## config.mk

```make
export PLATFORM = sky130hd
export DESIGN_NAME = inst_encoder
export DESIGN_NICKNAME = d
export VERILOG_FILES = /design/src/rtl/inst_encoder.sv
export SDC_FILE = /design/constraint.sdc
export NUM_CORES = 1
export LEC_CHECK = 0
export CAP_MARGIN = 15
export CORE_MARGIN = 2
export CORE_UTILIZATION = 54
export DETAILED_ROUTE_END_ITERATION = 8
export MAX_ROUTING_LAYER = met4
export PLACE_DENSITY_LB_ADDON = 0.3
export SLEW_MARGIN = 20
export SYNTH_ARGS = -nofsm -noshare
export SYNTH_HDL_FRONTEND = slang
export SYNTH_SLANG_ARGS = --single-unit
```

## constraint.sdc

```tcl
create_clock -name clk -period 4.3 [get_ports clk]
set_input_delay 0.645 -clock clk [delete_from_list [all_inputs] [get_ports clk]]
set_output_delay 0.645 -clock clk [all_outputs]
set_load 0.05 [all_outputs]
```

## src/rtl/inst_encoder.sv

```systemverilog
// RV32I field-to-word encoder with li expansion; word registered one cycle after accept.
// One output slot: req_ready drops while a held word is stalled or an li ADDI is still pending.
module inst_encoder (
   input  logic        clk,
   input  logic        reset,
   input  logic        req_valid,
   output logic        req_ready,
   input  logic [3:0]  req_op,
   input  logic [2:0]  req_funct3,
   input  logic        req_alt,
   input  logic [4:0]  req_rd,
   input  logic [4:0]  req_rs1,
   input  logic [4:0]  req_rs2,
   input  logic [31:0] req_imm,
   output logic        inst_valid,
   input  logic        inst_ready,
   output logic [31:0] inst,
   output logic        err
);

   typedef enum logic [1:0] {
      EMPTY     = 2'd0,
      FULL      = 2'd1,
      FULL_PEND = 2'd2
   } state_t;

   localparam logic [31:0] NOP = 32'h0000_0013;

   localparam logic [6:0] OPC_R      = 7'b0110011;
   localparam logic [6:0] OPC_IALU   = 7'b0010011;
   localparam logic [6:0] OPC_LOAD   = 7'b0000011;
   localparam logic [6:0] OPC_STORE  = 7'b0100011;
   localparam logic [6:0] OPC_BRANCH = 7'b1100011;
   localparam logic [6:0] OPC_LUI    = 7'b0110111;
   localparam logic [6:0] OPC_AUIPC  = 7'b0010111;
   localparam logic [6:0] OPC_JAL    = 7'b1101111;
   localparam logic [6:0] OPC_JALR   = 7'b1100111;

   localparam logic [3:0] OP_R      = 4'd0;
   localparam logic [3:0] OP_IALU   = 4'd1;
   localparam logic [3:0] OP_LOAD   = 4'd2;
   localparam logic [3:0] OP_STORE  = 4'd3;
   localparam logic [3:0] OP_BRANCH = 4'd4;
   localparam logic [3:0] OP_LUI    = 4'd5;
   localparam logic [3:0] OP_AUIPC  = 4'd6;
   localparam logic [3:0] OP_JAL    = 4'd7;
   localparam logic [3:0] OP_JALR   = 4'd8;
   localparam logic [3:0] OP_LI     = 4'd9;

   state_t      state;
   state_t      state_nxt;
   logic [31:0] inst_nxt;
   logic [31:0] pend;
   logic [31:0] pend_nxt;
   logic        err_nxt;

   logic [31:0] enc_word;
   logic [31:0] enc_pend;
   logic        enc_pair;
   logic        enc_illegal;
   logic        li_small;
   logic [19:0] li_hi;
   logic [11:0] ialu_hi;

   logic        accept;
   logic        out_hs;

   assign inst_valid = (state != EMPTY);
   assign req_ready  = !reset && (state != FULL_PEND) && ((state == EMPTY) || inst_ready);
   assign accept     = req_valid && req_ready;
   assign out_hs     = inst_valid && inst_ready;

   // Fits ADDI's signed 12-bit immediate when bits 31:11 are a pure sign extension.
   assign li_small = (req_imm[31:11] == {21{req_imm[11]}});
   // (imm + 0x800) >> 12: rounds so the sign-extended ADDI low part restores imm.
   assign li_hi    = req_imm[31:12] + {19'd0, req_imm[11]};
   assign ialu_hi  = ((req_funct3 == 3'b001) || (req_funct3 == 3'b101))
                   ? {1'b0, req_alt, 5'b0, req_imm[4:0]}
                   : req_imm[11:0];

   always_comb begin
      enc_word    = NOP;
      enc_pend    = NOP;
      enc_pair    = 1'b0;
      enc_illegal = 1'b0;
      case (req_op)
         OP_R:
            enc_word = {1'b0, req_alt, 5'b0, req_rs2, req_rs1, req_funct3, req_rd, OPC_R};
         OP_IALU:
            enc_word = {ialu_hi, req_rs1, req_funct3, req_rd, OPC_IALU};
         OP_LOAD:
            enc_word = {req_imm[11:0], req_rs1, req_funct3, req_rd, OPC_LOAD};
         OP_STORE:
            enc_word = {req_imm[11:5], req_rs2, req_rs1, req_funct3, req_imm[4:0], OPC_STORE};
         OP_BRANCH: begin
            enc_word = {req_imm[12], req_imm[10:5], req_rs2, req_rs1, req_funct3,
                        req_imm[4:1], req_imm[11], OPC_BRANCH};
            enc_illegal = (req_funct3 == 3'b010) || (req_funct3 == 3'b011);
         end
         OP_LUI:
            enc_word = {req_imm[31:12], req_rd, OPC_LUI};
         OP_AUIPC:
            enc_word = {req_imm[31:12], req_rd, OPC_AUIPC};
         OP_JAL:
            enc_word = {req_imm[20], req_imm[10:1], req_imm[11], req_imm[19:12], req_rd, OPC_JAL};
         OP_JALR:
            enc_word = {req_imm[11:0], req_rs1, 3'b000, req_rd, OPC_JALR};
         OP_LI: begin
            if (li_small) begin
               enc_word = {req_imm[11:0], 5'd0, 3'b000, req_rd, OPC_IALU};
            end else begin
               enc_word = {li_hi, req_rd, OPC_LUI};
               enc_pend = {req_imm[11:0], req_rd, 3'b000, req_rd, OPC_IALU};
               enc_pair = (req_imm[11:0] != 12'd0);
            end
         end
         default:
            enc_illegal = 1'b1;
      endcase
   end

   always_comb begin
      state_nxt = state;
      inst_nxt  = inst;
      pend_nxt  = pend;
      err_nxt   = 1'b0;
      case (state)
         FULL_PEND: begin
            if (inst_ready) begin
               inst_nxt  = pend;
               state_nxt = FULL;
            end
         end
         EMPTY, FULL: begin
            if (accept) begin
               if (enc_illegal) begin
                  // Accepting in FULL implies the held word also left this cycle.
                  err_nxt   = 1'b1;
                  state_nxt = EMPTY;
               end else begin
                  inst_nxt  = enc_word;
                  if (enc_pair) begin
                     pend_nxt  = enc_pend;
                     state_nxt = FULL_PEND;
                  end else begin
                     state_nxt = FULL;
                  end
               end
            end else if (out_hs) begin
               state_nxt = EMPTY;
            end
         end
         default:
            state_nxt = EMPTY;
      endcase
   end

   always_ff @(posedge clk) begin
      if (reset) begin
         state <= EMPTY;
         inst  <= NOP;
         pend  <= 32'd0;
         err   <= 1'b0;
      end else begin
         state <= state_nxt;
         inst  <= inst_nxt;
         pend  <= pend_nxt;
         err   <= err_nxt;
      end
   end

endmodule

```

==> flow_summary.toml <==
[synth]
synth_async_sr_flop_share = 0
ys_top_cells_by_area = "dfxtp_1 28%, nand2_1 6.3%, mux2i_1 5.7%"
synth_flop_cell = "dfxtp_1"
synthSimpleGateAreaFrac = 0.258
yosysTopAreaCell = "dfxtp_1"
synthMuxAreaShare = 0.0635
netlist_top_cells_count = "62 x nand2_1, 52 x dfxtp_1, 49 x nor2_1, 22 x clkbuf_1, 22 x nand3_1"
synth_cells = 475
synthDominantCellAreaShare = 0.284
synth_edf_count = 0
synthXorXnorAreaFrac = 0.0502
synth_top_family_by_area = "compound AO/OA/AOI/OAI gates"
synth_fa_ha_area_frac = 0.00956
synth_nets = 536
syn_area_sq_mm = 0.00367
synth.distinct_cells = 68
yosysSeqAreaShare = 0.284
ys_warn_count = 0
synth_compound_area_frac = 0.272
yosysMostFrequentCell = "nand2_1"
avgSynthCellArea_sq_um = 7.72
ys_ff_latch = 52

[grt]
grtUsageMet3 = 0.0705
grt_pass1_vias = 3969
top_usage_layer = "met2"
grt_start_max_net_pins = 30
grt.overflow.total = 0
antenna_found_initial = 0
use_met1 = 0.475
grt_usage = 0.367
grt_pass1_wl_um = 20800
grtUsageMet2 = 0.564

[placement]
hpwl_um = 9690
io_buffer_count = 93
routabilityCongestion = 0.979
placed_cells = 620
place_ws_ns = 0.848

[timing]
setup_viol = 0
relSlewSlack = 0.422
finalHoldViolations = 0
finalCriticalPeriod_ns = 3.18
worst_pin_slew_ns = 0.864
finalWorstSetupSlack_ns = 1.12
finalMaxSlewViolations = 0
period_share = 0.739
rsz0062_at_grt = "no"
clock_skew_ns = 0.00503
fin_tns_setup_ns = 0
clock.fmax_ghz = 0.315

[pwr]
p_int_uw = 837
p_sw_frac = 0.333
leakagePower_nw = 1.64
pwr-share-comb = 0.295
seqPwrFrac = 0.408
clockPowerShare = 0.297
power.density_mw_per_mm2 = 267
switchingPower_uw = 418
vdd_drop_max_uv = 142

[die]
dieArea_sq_mm = 0.00746
fp-row-count = 30
fp.dieH_um = 86.4
dieWidth_um = 86.4
start_util = 0.549
floorplan.core_area_sq_mm = 0.00668
io_pins = 94

[clock_tree]
cts.repair.resized = 0
htreeDepth = 2
cts_tree = "yes"
cts_made_buffers = 5
clock_latency_ns = 0.32
cts.sinks = 52
cts_buffer_depth = 2
clockRootBuffer = "clkbuf_8"
cts.clk_slew.worst_paths_ns = 0.10
post-cts-setup-buffers = 0
cts.hold.buffers_added = 0

[route]
drtPass1Iterations = 8
antenna_left = 0
via_per_inst = 6.82
vias = 4285
drc_errors = 0
drt-initial-drc-count = 598
wl_per_cell_um = 21.2
drt-total-wl_um = 13300

[worst_setup_path]
crit_type = "input port to flip-flop"
max_stage_delay_ns = 0.70
timing.critical_path.buf_inv = 1
required_ns = 4.49
worstPathCellList = "clkdlybuf4s50_1 > or4_1 > o22ai_2 > o211ai_2 > and2_4 > a222oi_1 > a211oi_1"
r2r_end = "inst[16]"
r2r_slack_ns = 1.59
end_kind = "flip-flop"
crit_family = "simple AND/OR/NAND/NOR gates"
reg2reg_from = "state[1]"
cpMaxStageDelayCell = "clkdlybuf4s50_1"
cp_max_fo = 20
cp-start-kind = "input port"
r2r_cells = 4
crit_arrival_ns = 3.37

[cells_and_area]
fill_cells = 598
num_antenna_cells = 0
stdcell_count = 628
final_layout_size_suffix_gt1_frac = 0.0748
synthToLayoutAreaGrowth_pct = 28.1
nets = 608

[hold_path]
hold_path_class = "flip-flop to flip-flop"
min_path_cells = 2
hold_start = "inst[17]"
hold_end = "inst[17]"

[outcome]
status = "completed"

[job]
cap_violations = 0
-- metal layers --
| metal | vias up | wire length (um) |
|---|---|---|
| met4 | 0 | 378 |
| met2 | 315 | 6080 |
| met3 | 48 | 1420 |
| li1 | 1926 | - |
| met5 | - | 0 |
| met1 | 1996 | 5460 |
-- layout by cell type (no fill, tap or decap), drive strengths merged, types with 7 or more instances in the layout --
master         synthesis  layout
nand2                 62      62
nand3                 22      22
a311oi                 9       9
clkdlybuf4s50          0      92
buf                   17      12
mux2i                 21      21
o22ai                  7       7
inv                    8       8
a31oi                 10      10
a222oi                 8       8
xnor2                 14      14
xor2                   7       7
a221oi                12      12
dfxtp                 52      52
a211oi                10      10
nor2                  50      50
a21oi                 21      21
nor4                  10      10
o21ai                 18      18
o211ai                 8       8
-- worst max path at each step --
stage	slack, ns	end	startpoint	depth (start not counted)
3_5_place_dp	0.85	inst[14]	req_imm[11]	7
4_1_cts	1.21	inst[14]	req_imm[11]	7
2_1_floorplan	1.71	req_ready	state[1]	4
6_report	1.12	inst[14]	req_imm[11]	7
5_1_grt	1.04	inst[14]	req_imm[11]	7
3_3_place_gp	0.95	inst[13]	req_imm[11]	7
-- through the flow --
step | hold slack, ns | util | instance area [sq um] | power, mW
2_1_floorplan | 0.452 | - | 3670 | 0.728
3_3_place_gp | 0.460 | 0.685 | 4570 | 0.879
3_5_place_dp | 0.457 | 0.685 | 4570 | 0.882
4_1_cts | 0.483 | 0.703 | 4700 | 1.25
5_1_grt | 0.505 | 0.703 | 4700 | 1.30
6_report | 0.489 | 0.703 | 4700 | 1.25
-- cell families after synthesis --
kind of cell | count (synthesis)
flops | 52
xor+xnor | 21
simple gates | 193
mux | 23
buf+inv | 47
fa+ha+maj | 3
compound gates | 136
-- flip-flops by register name (all words and copies together) (netlist names) --
register and flops:
err 1, inst 31, pend 18, state 2
-- power groups by stage --
stage	sequential, mW	clock, mW	combinational, mW
after floorplan	0.573	0	0.155
after global placement	0.521	0	0.358
after detailed placement	0.522	0	0.360
after CTS	0.511	0.372	0.362
after global routing	0.513	0.394	0.390
final	0.511	0.373	0.370
-- worst min-delay path, delay by kind of cell, from the launching register on --
family,cells,cell delay [ns]
AO/OA/AOI/OAI,1,0.07
AND/OR/NAND/NOR,1,0.05
flip-flops,1,0.33
-- layout make-up --
type | instances | area [sq um] | share of cell area
Multi-Input combinational cell | 376 | 2390 | 0.510
Sequential cell | 52 | 1040 | 0.222
Timing Repair Buffer | 104 | 1010 | 0.215
Tap cell | 80 | 100 | 0.0213
Clock buffer | 6 | 82.6 | 0.0176
Clock inverter | 2 | 38.8 | 0.00826
Inverter | 8 | 30.0 | 0.00639
Note: power is estimated with default switching activity, not from simulation.
